<file path="src/rtl/avl_reg_pkg.sv">
// Shared constants and the byte-merge helper for the Avalon-MM register bank.
// The merge works at a fixed maximum width; callers size-cast in and out.
package avl_reg_pkg;

  localparam int CTRL_START_BIT = 0;
  localparam int STAT_DONE_BIT  = 0;
  localparam int STAT_BUSY_BIT  = 1;

  localparam int MAX_DATA_W = 1024;
  localparam int MAX_BE_W   = MAX_DATA_W / 8;

  function automatic logic [MAX_DATA_W-1:0] merge_bytes(
    input logic [MAX_DATA_W-1:0] old_word,
    input logic [MAX_DATA_W-1:0] new_word,
    input logic [MAX_BE_W-1:0]   be
  );
    logic [MAX_DATA_W-1:0] res;
    res = old_word;
    for (int k = 0; k < MAX_BE_W; k++) begin
      if (be[k]) res[8*k +: 8] = new_word[8*k +: 8];
    end
    return res;
  endfunction

endpackage

</file>
<file path="src/rtl/avl_byte_reg.sv">
// One DATA_W register with byte-enable bus write, full-width hardware load
// and synchronous reset. A hardware load takes priority over a bus write.
module avl_byte_reg
  import avl_reg_pkg::*;
#(
  parameter int DATA_W = 32
) (
  input  logic                CLK,
  input  logic                RESET,
  input  logic                wr_en,
  input  logic [DATA_W/8-1:0] byte_en,
  input  logic [DATA_W-1:0]   wr_data,
  input  logic                ld_en,
  input  logic [DATA_W-1:0]   ld_data,
  output logic [DATA_W-1:0]   q
);

  // NOTE: state is updated with <= only, so every register in the bank
  // samples the same pre-edge values regardless of process ordering.
  always_ff @(posedge CLK) begin
    if (RESET) begin
      q <= '0;
    end else if (ld_en) begin
      q <= ld_data;
    end else if (wr_en) begin
      q <= DATA_W'(merge_bytes(MAX_DATA_W'(q), MAX_DATA_W'(wr_data),
                               MAX_BE_W'(byte_en)));
    end
  end

endmodule

</file>
<file path="src/rtl/avl_reg_bank.sv">
// Avalon-MM slave register bank: byte-merged writes, registered reads, hardware
// read-only registers and a CTRL/STATUS start/busy/done accelerator handshake.
module avl_reg_bank
  import avl_reg_pkg::*;
#(
  parameter int                  NUM_REGS    = 16,
  parameter int                  ADDR_W      = 4,
  parameter int                  DATA_W      = 32,
  parameter logic [NUM_REGS-1:0] RO_MASK     = 16'h0002,
  parameter int                  CTRL_ADDR   = 0,
  parameter int                  STATUS_ADDR = 1
) (
  input  logic                       CLK,
  input  logic                       RESET,
  input  logic                       AVL_CS,
  input  logic                       AVL_READ,
  input  logic                       AVL_WRITE,
  input  logic [ADDR_W-1:0]          AVL_ADDR,
  input  logic [DATA_W/8-1:0]        AVL_BYTE_EN,
  input  logic [DATA_W-1:0]          AVL_WRITEDATA,
  output logic [DATA_W-1:0]          AVL_READDATA,
  output logic                       AVL_READDATAVALID,
  input  logic [NUM_REGS-1:0]        HW_WE,
  input  logic [NUM_REGS*DATA_W-1:0] HW_DATA,
  input  logic                       DONE_IN,
  output logic                       START_OUT,
  output logic [NUM_REGS*DATA_W-1:0] REG_OUT
);

  logic [DATA_W-1:0] regs [NUM_REGS];
  logic [DATA_W-1:0] ctrl_wdata;
  logic [DATA_W-1:0] rd_mux;
  logic acc_wr, acc_rd;
  logic wr_ctrl, wr_status;
  logic busy, done, busy_nxt, done_nxt;
  logic start_acc, w1c;

  assign acc_wr    = AVL_CS & AVL_WRITE;
  assign acc_rd    = AVL_CS & AVL_READ;
  assign wr_ctrl   = acc_wr && (AVL_ADDR == ADDR_W'(CTRL_ADDR));
  assign wr_status = acc_wr && (AVL_ADDR == ADDR_W'(STATUS_ADDR));

  assign busy = regs[STATUS_ADDR][STAT_BUSY_BIT];
  assign done = regs[STATUS_ADDR][STAT_DONE_BIT];

  assign start_acc = wr_ctrl & AVL_BYTE_EN[0] & AVL_WRITEDATA[CTRL_START_BIT] & ~busy;
  assign w1c       = wr_status & AVL_BYTE_EN[0] & AVL_WRITEDATA[STAT_DONE_BIT];

  // START is self-clearing: the stored CTRL bit always reads back as 0.
  always_comb begin
    ctrl_wdata                 = AVL_WRITEDATA;
    ctrl_wdata[CTRL_START_BIT] = 1'b0;
  end

  // Accepted start beats a same-cycle completion; otherwise completion beats W1C.
  always_comb begin
    busy_nxt = busy;
    done_nxt = done;
    if (start_acc) begin
      busy_nxt = 1'b1;
      done_nxt = 1'b0;
    end else begin
      if (w1c) done_nxt = 1'b0;
      if (DONE_IN) begin
        done_nxt = 1'b1;
        busy_nxt = 1'b0;
      end
    end
  end

  for (genvar i = 0; i < NUM_REGS; i++) begin : g_reg
    logic              sel;
    logic [DATA_W-1:0] hw_word;
    assign sel     = acc_wr && (AVL_ADDR == ADDR_W'(i));
    assign hw_word = HW_DATA[i*DATA_W +: DATA_W];

    if (i == STATUS_ADDR) begin : g_status
      // STATUS reloads every cycle: handshake bits from the FSM, upper bits from HW.
      logic [DATA_W-1:0] st_next;
      always_comb begin
        st_next                = HW_WE[i] ? hw_word : regs[i];
        st_next[STAT_BUSY_BIT] = busy_nxt;
        st_next[STAT_DONE_BIT] = done_nxt;
      end
      avl_byte_reg #(.DATA_W(DATA_W)) u_reg (
        .CLK     (CLK),
        .RESET   (RESET),
        .wr_en   (1'b0),
        .byte_en (AVL_BYTE_EN),
        .wr_data (AVL_WRITEDATA),
        .ld_en   (1'b1),
        .ld_data (st_next),
        .q       (regs[i])
      );
    end else begin : g_plain
      avl_byte_reg #(.DATA_W(DATA_W)) u_reg (
        .CLK     (CLK),
        .RESET   (RESET),
        .wr_en   (sel & ~RO_MASK[i]),
        .byte_en (AVL_BYTE_EN),
        .wr_data ((i == CTRL_ADDR) ? ctrl_wdata : AVL_WRITEDATA),
        .ld_en   (HW_WE[i] & RO_MASK[i]),
        .ld_data (hw_word),
        .q       (regs[i])
      );
    end

    assign REG_OUT[i*DATA_W +: DATA_W] = regs[i];
  end

  // NOTE: rd_mux gets a default before the loop so no latch is inferred and
  // out-of-range addresses read as zero.
  always_comb begin
    rd_mux = '0;
    for (int i = 0; i < NUM_REGS; i++) begin
      if (AVL_ADDR == ADDR_W'(i)) rd_mux = regs[i];
    end
  end

  always_ff @(posedge CLK) begin
    if (RESET) begin
      AVL_READDATA      <= '0;
      AVL_READDATAVALID <= 1'b0;
      START_OUT         <= 1'b0;
    end else begin
      START_OUT         <= start_acc;
      AVL_READDATAVALID <= acc_rd;
      if (acc_rd) AVL_READDATA <= rd_mux;
    end
  end

endmodule

</file>
<file path="config.mk">
export PLATFORM = sky130hd
export DESIGN_NAME = avl_reg_bank
export DESIGN_NICKNAME = d
export VERILOG_FILES = /design/src/rtl/avl_reg_pkg.sv /design/src/rtl/avl_byte_reg.sv /design/src/rtl/avl_reg_bank.sv
export SDC_FILE = /design/constraint.sdc
export NUM_CORES = 1
export LEC_CHECK = 0
export ABC_AREA = 1
export CORE_AREA = 3 3 441 443
export DETAILED_ROUTE_END_ITERATION = 16
export DIE_AREA = 0 0 444 446
export GPL_TIMING_DRIVEN = 0
export PLACE_DENSITY = 0.31
export SYNTH_ARGS = -nofsm -noshare
export SYNTH_HDL_FRONTEND = slang
export SYNTH_SLANG_ARGS = --single-unit
</file>
<file path="constraint.sdc">
create_clock -name CLK -period 1.7 [get_ports CLK]
set_input_delay 0.34 -clock CLK [delete_from_list [all_inputs] [get_ports CLK]]
set_output_delay 0.34 -clock CLK [all_outputs]
set_load 0.1 [all_outputs]
</file>
==> flow_results.org, run 1 <==
** Global route
- GRT busiest layer :: met2
- In the global route stage, met1 resource usage came out at 26.0%.
- Entering global routing, the biggest net connects 11 pins.
- Overall global routing resource usage :: 19.1%
- After global routing the overflow that remains totals 0.
- The number of global-route vias before repair is 26028.
- Global routing met2 resource utilization :: 29.1%
- The number of antenna violations at the first check in global routing was 21.
- In the global route stage, met3 resource usage came out at 5.62%.
- Wire length of the first global-routing pass :: 254000 um

** Worst setup path
- Cell with the most instances on the worst path :: nand4_1
- The worst setup path is launched from a primary input.
- Data required, critical path :: 2.20 ns
- Crit path largest cell delay :: 0.26 ns
- Worst path cell trace :: buf_12 -> inv_8 -> nand2_8 -> nor2_4 -> buf_12 -> buf_4 -> nand2_2 -> nand3_2 -> nor2_1 -> nand4_1 -> nor2_2 -> nand4_1 -> nor2_2 -> nand4_1 -> nand2_1 -> a21oi_1
- WS Path Type :: primary input to flip-flop
- Crit path max fanout :: 5
- On the critical path, the stage with the largest delay is an instance of nand4_1.
- Kind of capture point of the worst setup path :: flip-flop
- Arrival time at the worst endpoint :: 2.48 ns

** Yosys
- The portion of synthesized area spent on multiplexers is 0%.
- For this run, the number of Yosys warnings is 0.
- Share of synthesized cell area in and, or, nand and nor gates :: 27.6%
- The average instance in the mapped netlist occupies 6.95 sq um.
- Area fraction in compound gates after synthesis :: 17.5%
- Combinational family with the most area after synthesis :: simple AND/OR/NAND/NOR gates
- Cell area after technology mapping :: 23000 sq um
- In this run, synthesis produced a sequential element count of 545.
- Counting every net in the synthesized netlist gives 3878.
- Xor/xnor share of the synthesized area :: 0%
- Unique masters post-synth :: 26
- Post-Synth Adder-Cell Area :: 0%
- Synthesized instance count :: 3304
- The share of the Yosys chip area taken by registers is 47.5%.

** Worst hold path
- The path class of the tightest hold or removal check is primary input to flip-flop.

** Clock tree
- After clock tree synthesis, the clock-pin slew on the worst setup and hold paths is 0.06 ns.
- CTS built an H-tree with a depth of 3.
- The clock reaches the later pin of the worst-skew pair after 0.68 ns.
- In this run the deepest clock path goes through 3 buffers.
- TritonCTS built the clock tree.
- Clock tree synthesis selected as its root buffer the cell clkbuf_16.
- The number of clock buffers added by TritonCTS is 77.
- For this design, the sink count on the clock tree is 545.

** Floorplan
- Core region area :: 190000 sq um
- Die Height :: 446 um
- The initialized floorplan defines 160 standard-cell rows.
- Die extent in x :: 444 um
- Once the floorplan was initialized, standard cells occupied 12.1% of the core.
- The die covers 198000 sq um.
- 1120 I/O pins were placed.

** Power
- Power density cells :: 818 nW/um^2
- IR drop worst, VDD :: 595 uV
- Static Leakage :: 16.6 nW
- Design Power :: 34.6 mW

** Drt
- Post-DR vias/cell :: 4.01
- Number of iterations in the first detailed-routing pass :: 7
- Wire length per cell :: 29.3 um
- Wires add up to 197000 um.
- Summing over every cut layer, the via total after detailed routing is 26935.
- After detailed routing, the number of remaining DRC violations is 0.
- Post-DRT Antenna Nets :: 0
- The detailed router finished its first iteration with 2136 violations.

** Layout
- Nets :: 4713
- Most common cell after layout, fill and taps aside :: nor2_1
- Commonest cells after routing, fill and taps aside :: nor2_1 (657), nand2_1 (449), o21ai_0 (439)
- After filler insertion, the fill cell instance count of the layout stands at 21127.
- Layout overhead on the synthesized area :: 84.0%
- Share of cells above drive strength 1 :: 39.5%

** STA
- Fin crit share :: 116%
- Skew final :: 0.0249 ns
- After routing, the total negative slack on setup checks comes to -8.00 ns.
- The final number of max-transition violations is 0.
- Worst slew margin relative to its limit :: 11.9%
- Static timing analysis puts the maximum clock frequency at 0.506 GHz.
- Min Tclk post-route :: 1.98 ns
- Number of setup violations in the final report :: 101
- Setup slack after layout :: -0.277 ns
- Hold violation count in the final report :: 0
- Setup repair after global routing could not meet its margin everywhere.
- For the pin with the worst max-slew slack, the measured transition is 1.32 ns.

** Job
- Across the run, the number of max-cap violations was 0.

** Place
- Quantity of I/O buffers inserted on ports :: 617
- Routability congestion estimate :: 0.842
- Half-perimeter wire length after detailed placement :: 164000 um
- Setup slack after placement :: -2.48 ns

** Run status
- The final reports fail on setup timing.
- Run status :: complete, but fails checks
[kinds of logic after synthesis]
family | Yosys count
other cells | 1
buf+inv | 424
flops | 545
compound gates | 800
simple gates | 1534
[where the power goes]
group	internal, mW	total (mW)	switching, mW
logic	1.15	4.40	3.24
clock network	10.1	17.1	6.94
registers	12.9	13.1	0.218
total	24.2	34.6	10.4
[metrics by stage]
| step | utilization, % | instance area (sq um) | instances | hold WS (ns) |
|---|---|---|---|---|
| after floorplan | - | 23100 | 3304 | 0.475 |
| after global placement | 17.0 | 32400 | 6432 | 0.458 |
| after detailed placement | 17.0 | 32400 | 6433 | 0.459 |
| after CTS | 21.2 | 40400 | 6617 | 0.144 |
| after global routing | 22.2 | 42200 | 6710 | 0.206 |
| final | 22.2 | 42300 | 6717 | 0.246 |
[sequential cells by signal, summed over array words and instances, names as in the netlist]
signal,flops
g.g_plain.u_reg.q,479
AVL_READDATA,32
g.g_status.u_reg.q,32
AVL_READDATAVALID,1
START_OUT,1
[cell usage after synthesis]
cell type	number	area [sq um]
nor2_4	12	135
nor3_1	1	5.00
nand3_1	113	566
inv_4	1	6.26
buf_4	5	37.5
nor2_1	723	2710
o21ai_0	441	2210
inv_1	187	702
o211ai_1	4	30.0
conb_1	1	3.75
buf_6	6	67.6
dfxtp_1	545	10900
clkbuf_1	148	556
nand2_1	556	2090
nor2_8	2	40.0
clkinv_1	5	18.8
o211a_1	1	10.0
nor2_2	34	213
nand4_1	87	544
o21ai_1	15	75.1
inv_2	44	165
buf_2	26	130
a21oi_1	339	1700
buf_1	2	7.51
nand2_4	2	22.5
nand2_2	4	25.0
[worst max-delay path: cells and delay by family]
| family | cells | cell delay (ns) |
|---|---|---|
| compound gates | 1 | 0.07 |
| buf+inv | 4 | 0.50 |
| simple gates | 11 | 1.55 |
[metal layers]
| layer | up-vias | share of wire [%] | routed length, um |
|---|---|---|---|
| li1 | 12511 | - | - |
| met1 | 13253 | 46 | 91200 |
| met2 | 976 | 43 | 84300 |
| met3 | 189 | 7.5 | 14800 |
| met4 | 6 | 3.3 | 6510 |
| met5 | - | 0.017 | 34 |
[final timing paths]
| path | start | to | slack, ns | cells past startpoint |
|---|---|---|---|---|
| min | HW_DATA[54] | g_reg[1].g_status.u_reg.q[22]$_SDFFE_PP0P_ | 0.25 | 3 |
| min reg2reg | AVL_READDATA[7]$_SDFFE_PP0P_ | AVL_READDATA[7]$_SDFFE_PP0P_ | 0.47 | 2 |
| max | AVL_ADDR[1] | AVL_READDATA[15]$_SDFFE_PP0P_ | -0.28 | 16 |
| max reg2reg | g_reg[1].g_status.u_reg.q[20]$_SDFFE_PP0P_ | AVL_READDATA[20]$_SDFFE_PP0P_ | -0.25 | 10 |
[final cells by class]
cell class | count | area (sq um) | area share (%)
Antenna cell | 9 | 22.5 | 0.0533
Inverter | 237 | 996 | 2.36
Tap cell | 2511 | 3140 | 7.43
Timing Repair Buffer | 756 | 11200 | 26.4
Clock inverter | 21 | 264 | 0.625
Clock buffer | 116 | 2310 | 5.48
Sequential cell | 545 | 11500 | 27.3
Multi-Input combinational cell | 2335 | 11700 | 27.7
Buffer | 187 | 1100 | 2.60
[what timing repair did]
item                        CTS  global route
pin swaps                   183           223
setup endpoints to repair  1089           519
gates cloned                  0             1
gates resized for setup    5031           516
buffers inserted             49            91
hold endpoints to repair      0             0
hold buffers                  0             0
(Power assumes the default switching activity.)
==> run 2, diff against run 1 <==
Settings changed: CORE_AREA 3 3 441 443 to 2 2 435 437, CTS_CLUSTER_SIZE set to 20, DIE_AREA 0 0 444 446 to 0 0 437 439, PLACE_DENSITY 0.31 to 0.39, SYNTH_HIERARCHICAL set to 1.
==> flow_results.org, run 2 <==
** Run status
- Run status :: complete, but fails checks
- The checks that failed: setup timing.

** Floorplan
- The chip width came to 437 um (-1.6%).
- The initial core utilization was 18.7% (+6.7 points).
- Core region area :: 187000 sq um (-1.8%)
- The floorplan die area was 192000 sq um (-3.1%).
- The number of primary I/O pins came to 1120 (unchanged).
- The number of rows in the core area was 159 (-0.63%).
- Die Height :: 439 um (-1.6%)

** Yosys
- By area the synthesized netlist is led by dfxtp_1 (31%), nand2_1 (27%), nor2_1 (13%), nand3_1 (8.8%), inv_1 (6.5%).
- The warning count from the yosys run came to 6 (+6).
- Unique masters post-synth :: 28 (+7.7%)
- By instance count, the leading cell after synthesis is nand2_1.
- The largest total area in the synthesized netlist belongs to dfxtp_1.
- Commonest cells in the synthesized netlist :: nand2_1 (2511), nor2_1 (1234), nand3_1 (619)
- The area of the mapped netlist is 35000 sq um (+52%).
- Post-synth EDFFs :: 0 (unchanged)
- Share of synthesized registers carrying an async set or reset :: 0% (unchanged)
- Proportion of synthesized chip area in sequential cells :: 31.2% (-16 points)
- Fraction of synthesized cell area taken by the top area cell type :: 31.2% (-16 points)
- The synthesized area per cell was 5.67 sq um (-19%).
- Number of storage elements in the synthesis netlist :: 546 (+0.18%)
- The most used flip-flop cell after synthesis is dfxtp_1.
- Synthesized instance count :: 6178 (+87%)

** STA
- Fmax :: 0.320 GHz (-37%)
- Skew final :: 0.0242 ns (-0.000756 ns)
- Hold violation count in the final report :: 0 (unchanged)
- Min Tclk post-route :: 3.12 ns (+1.15 ns)
- Setup repair after global routing missed its margin :: true
- The smallest hold slack was 0.293 ns (+0.0470 ns).
- The worst slew margin relative to its limit was 44.6% (+33 points).
- The count of final setup violators is 53 (-48%).
- Actual slew at the worst max-slew pin :: 0.831 ns (-0.490 ns)
- Setup slack after layout :: -1.42 ns (-1.15 ns)
- Final slew viol count :: 0 (unchanged)
- The share of the clock period used by the worst path after layout was 184% (+68 points).

** Worst setup path
- Data required, critical path :: 2.27 ns (+0.07 ns)
- STA classifies the critical path endpoint as a flip-flop.
- The worst setup path is launched from a flip-flop.
- The signal arrival time at the worst endpoint was 3.70 ns (+1.22 ns).
- By startpoint and endpoint, the worst setup path is classified as flip-flop to flip-flop.
- The highest fanout seen on the critical path was 4 (-1).

** Drt
- The number of search-and-repair iterations in the first detailed-routing pass came to 8 (+1).
- Post-DRT Antenna Nets :: 0 (unchanged)
- The final routed wire length divided by cell count is 29.6 um (+0.93%).
- Post-DR vias/cell :: 4.59 (+15%)
- Number of DRC markers after the initial detailed-route iteration :: 4413 (+110%)
- Via count :: 46357 (+72%)
- The final routed DRC violation total is 0 (unchanged).
- Routed wire length :: 299000 um (+52%)

** Layout
- Share of cells above drive strength 1 :: 26.5% (-13 points)
- Layout overhead on the synthesized area :: 75.9%
- Number of flip-flops in the largest register :: 480 (+0.21%)
- The net count of the finished layout came to 8083 (+72%).
- The flip-flop and latch area is 11900 sq um (+3.3%).
- The area of combinational cells with multiple inputs came to 21500 sq um (+84%).
- The total non-filler cell area in the finished layout was 61600 sq um (+46%).
- The library cell used most frequently in the layout, excluding fill and tap cells, is nand2_1.
- The final standard cell count with taps included and fillers excluded was 10096 (+50%).
- In the layout the commonest cells are nand2_1 (2393), nor2_1 (1169), inv_1 (600).
- Ranked by flip-flop count, first place goes to g.g_plain.u_reg/q.
- Largest registers ranked by flip-flop count :: g.g_plain.u_reg/q x480, AVL_READDATA x32, g.g_status.u_reg/q x32
- The fill cell total of the finished layout came to 20474 (-3.1%).

** Power
- Static Leakage :: 28.5 nW (+72%)
- IR drop worst, VDD :: 749 uV (+26%)
- Power density cells :: 896 nW/um^2 (+9.6%)

** Worst hold path
- Type of the worst min-delay path :: primary input to flip-flop

** Global route
- Vias in the first global route :: 42948 (+65%)
- The global-route usage over all layers is 29.8% (+11 points).
- Total gr overflow :: 0 (unchanged)
- The global-route wire length before repair is 389000 um (+53%).
- Number of antenna violations at the first check in global routing :: 81 (+290%)
- Largest net degree at the start of global routing :: 23 (+12)

** Clock tree
- TritonCTS clock tree :: done
- In this run the clock root is driven by a clkbuf_16.
- The H-tree depth reported by CTS came to 3 (unchanged).
- The clock buffer count from CTS came to 83 (+7.8%).
- The clock input transition at the sequential cells of the worst setup and hold paths is 0.06 ns (about the same).
- Number of buffers inserted by hold repair at cts :: 0 (unchanged)
- The worst-case clock buffer depth is 3 (unchanged).
- The clock net sink count is 546 (+0.18%).
- The source-to-sink clock delay at the later pin of the worst-skew pair came to 0.71 ns (+0.03 ns).

** Place
- The count of port buffers added during placement came to 1101 (+78%).
- Half-perimeter wire length after detailed placement :: 246000 um (+50%)
- Area after DPL :: 49900 sq um (+54%)
- Routability congestion estimate :: 0.956 (+14%)
- Placed cell count :: 9828 (+53%)

** Job
- The number of maximum-capacitance constraint violations came to 0 (unchanged).
## run 2: routing by layer
layer / up-vias / track usage (%) / wire, um
met5: - / 0 / 44
met4: 8 / 14.9 / 16800
met3: 482 / 4.78 / 20000
met2: 2158 / 48.0 / 136000
met1: 22176 / 38.4 / 125000
li1: 21533 / - / -
## run 2: cell families after synthesis
| family | Yosys count | share of synthesized area [%] |
|---|---|---|
| DFF | 546 | 31.2 |
| buffers and inverters | 939 | 13.3 |
| AOI/OAI and AO/OA | 160 | 2.98 |
| other | 2 | 0.0215 |
| and+or+nand+nor | 4501 | 51.5 |
| muxes | 30 | 0.965 |
## run 2: metrics by stage
step / setup TNS, ns / util (%) / power, mW / worst slack [ns]
after floorplan: -0.226 / - / 26.2 / -0.0638
after global placement: -1676.90 / 26.4 / 33.5 / -4.08
after detailed placement: -984.80 / 26.7 / 33.6 / -4.06
after CTS: -125.26 / 32.0 / 54.4 / -1.41
after global routing: -31.57 / 32.9 / 56.7 / -1.37
final: -29.79 / 32.9 / 55.2 / -1.42
## run 2: worst paths after layout
kind / slack [ns] / endpoint / cells past startpoint / from
hold / removal: 0.29 / g_reg[10].g_plain.u_reg/q[4]$_SDFFE_PP0P_ / 5 / AVL_WRITEDATA[4]
setup reg to reg: -1.42 / AVL_READDATA[10]$_SDFFE_PP0P_ / 10 / g_reg[1].g_status.u_reg/q[10]$_SDFFE_PP0P_
hold reg to reg: 0.49 / AVL_READDATA[14]$_SDFFE_PP0P_ / 2 / AVL_READDATA[14]$_SDFFE_PP0P_
setup / recovery: -1.42 / AVL_READDATA[10]$_SDFFE_PP0P_ / 10 / g_reg[1].g_status.u_reg/q[10]$_SDFFE_PP0P_
## run 2: layout make-up
cell class / instances / area share, %
repair buffers: 1232 / 28.4
well taps: 2495 / 5.07
clock inverters: 17 / 0.329
plain buffers: 289 / 3.69
clock buffers: 130 / 4.01
diodes: 30 / 0.122
flip-flops and latches: 546 / 19.4
inverters: 648 / 4.12
multi-input cells: 4709 / 34.9
## run 2: power by group
group          internal [mW]  switching [mW]
clock                   10.5            7.43
sequential              13.9            1.78
combinational           7.21            14.3
total                   31.6            23.5
## run 2: timing repair
item                                    4_1_cts  5_1_grt
resized for setup                          5440      542
endpoints found under the setup margin     1062      532
pin swaps                                   197      220
gates cloned                                  0        0
buffers inserted                             33       65
## run 2: critical path: stages (launching register included)
cell	delay (ns)
dfxtp_4	0.38
nand2_2	0.14
nand2_1	0.11
nor2_4	0.21
nand4_1	0.49
nand2_2	0.29
nand4_1	0.33
nor2_4	0.32
nand4_1	0.38
nand2_2	0.24
a21oi_1	0.08
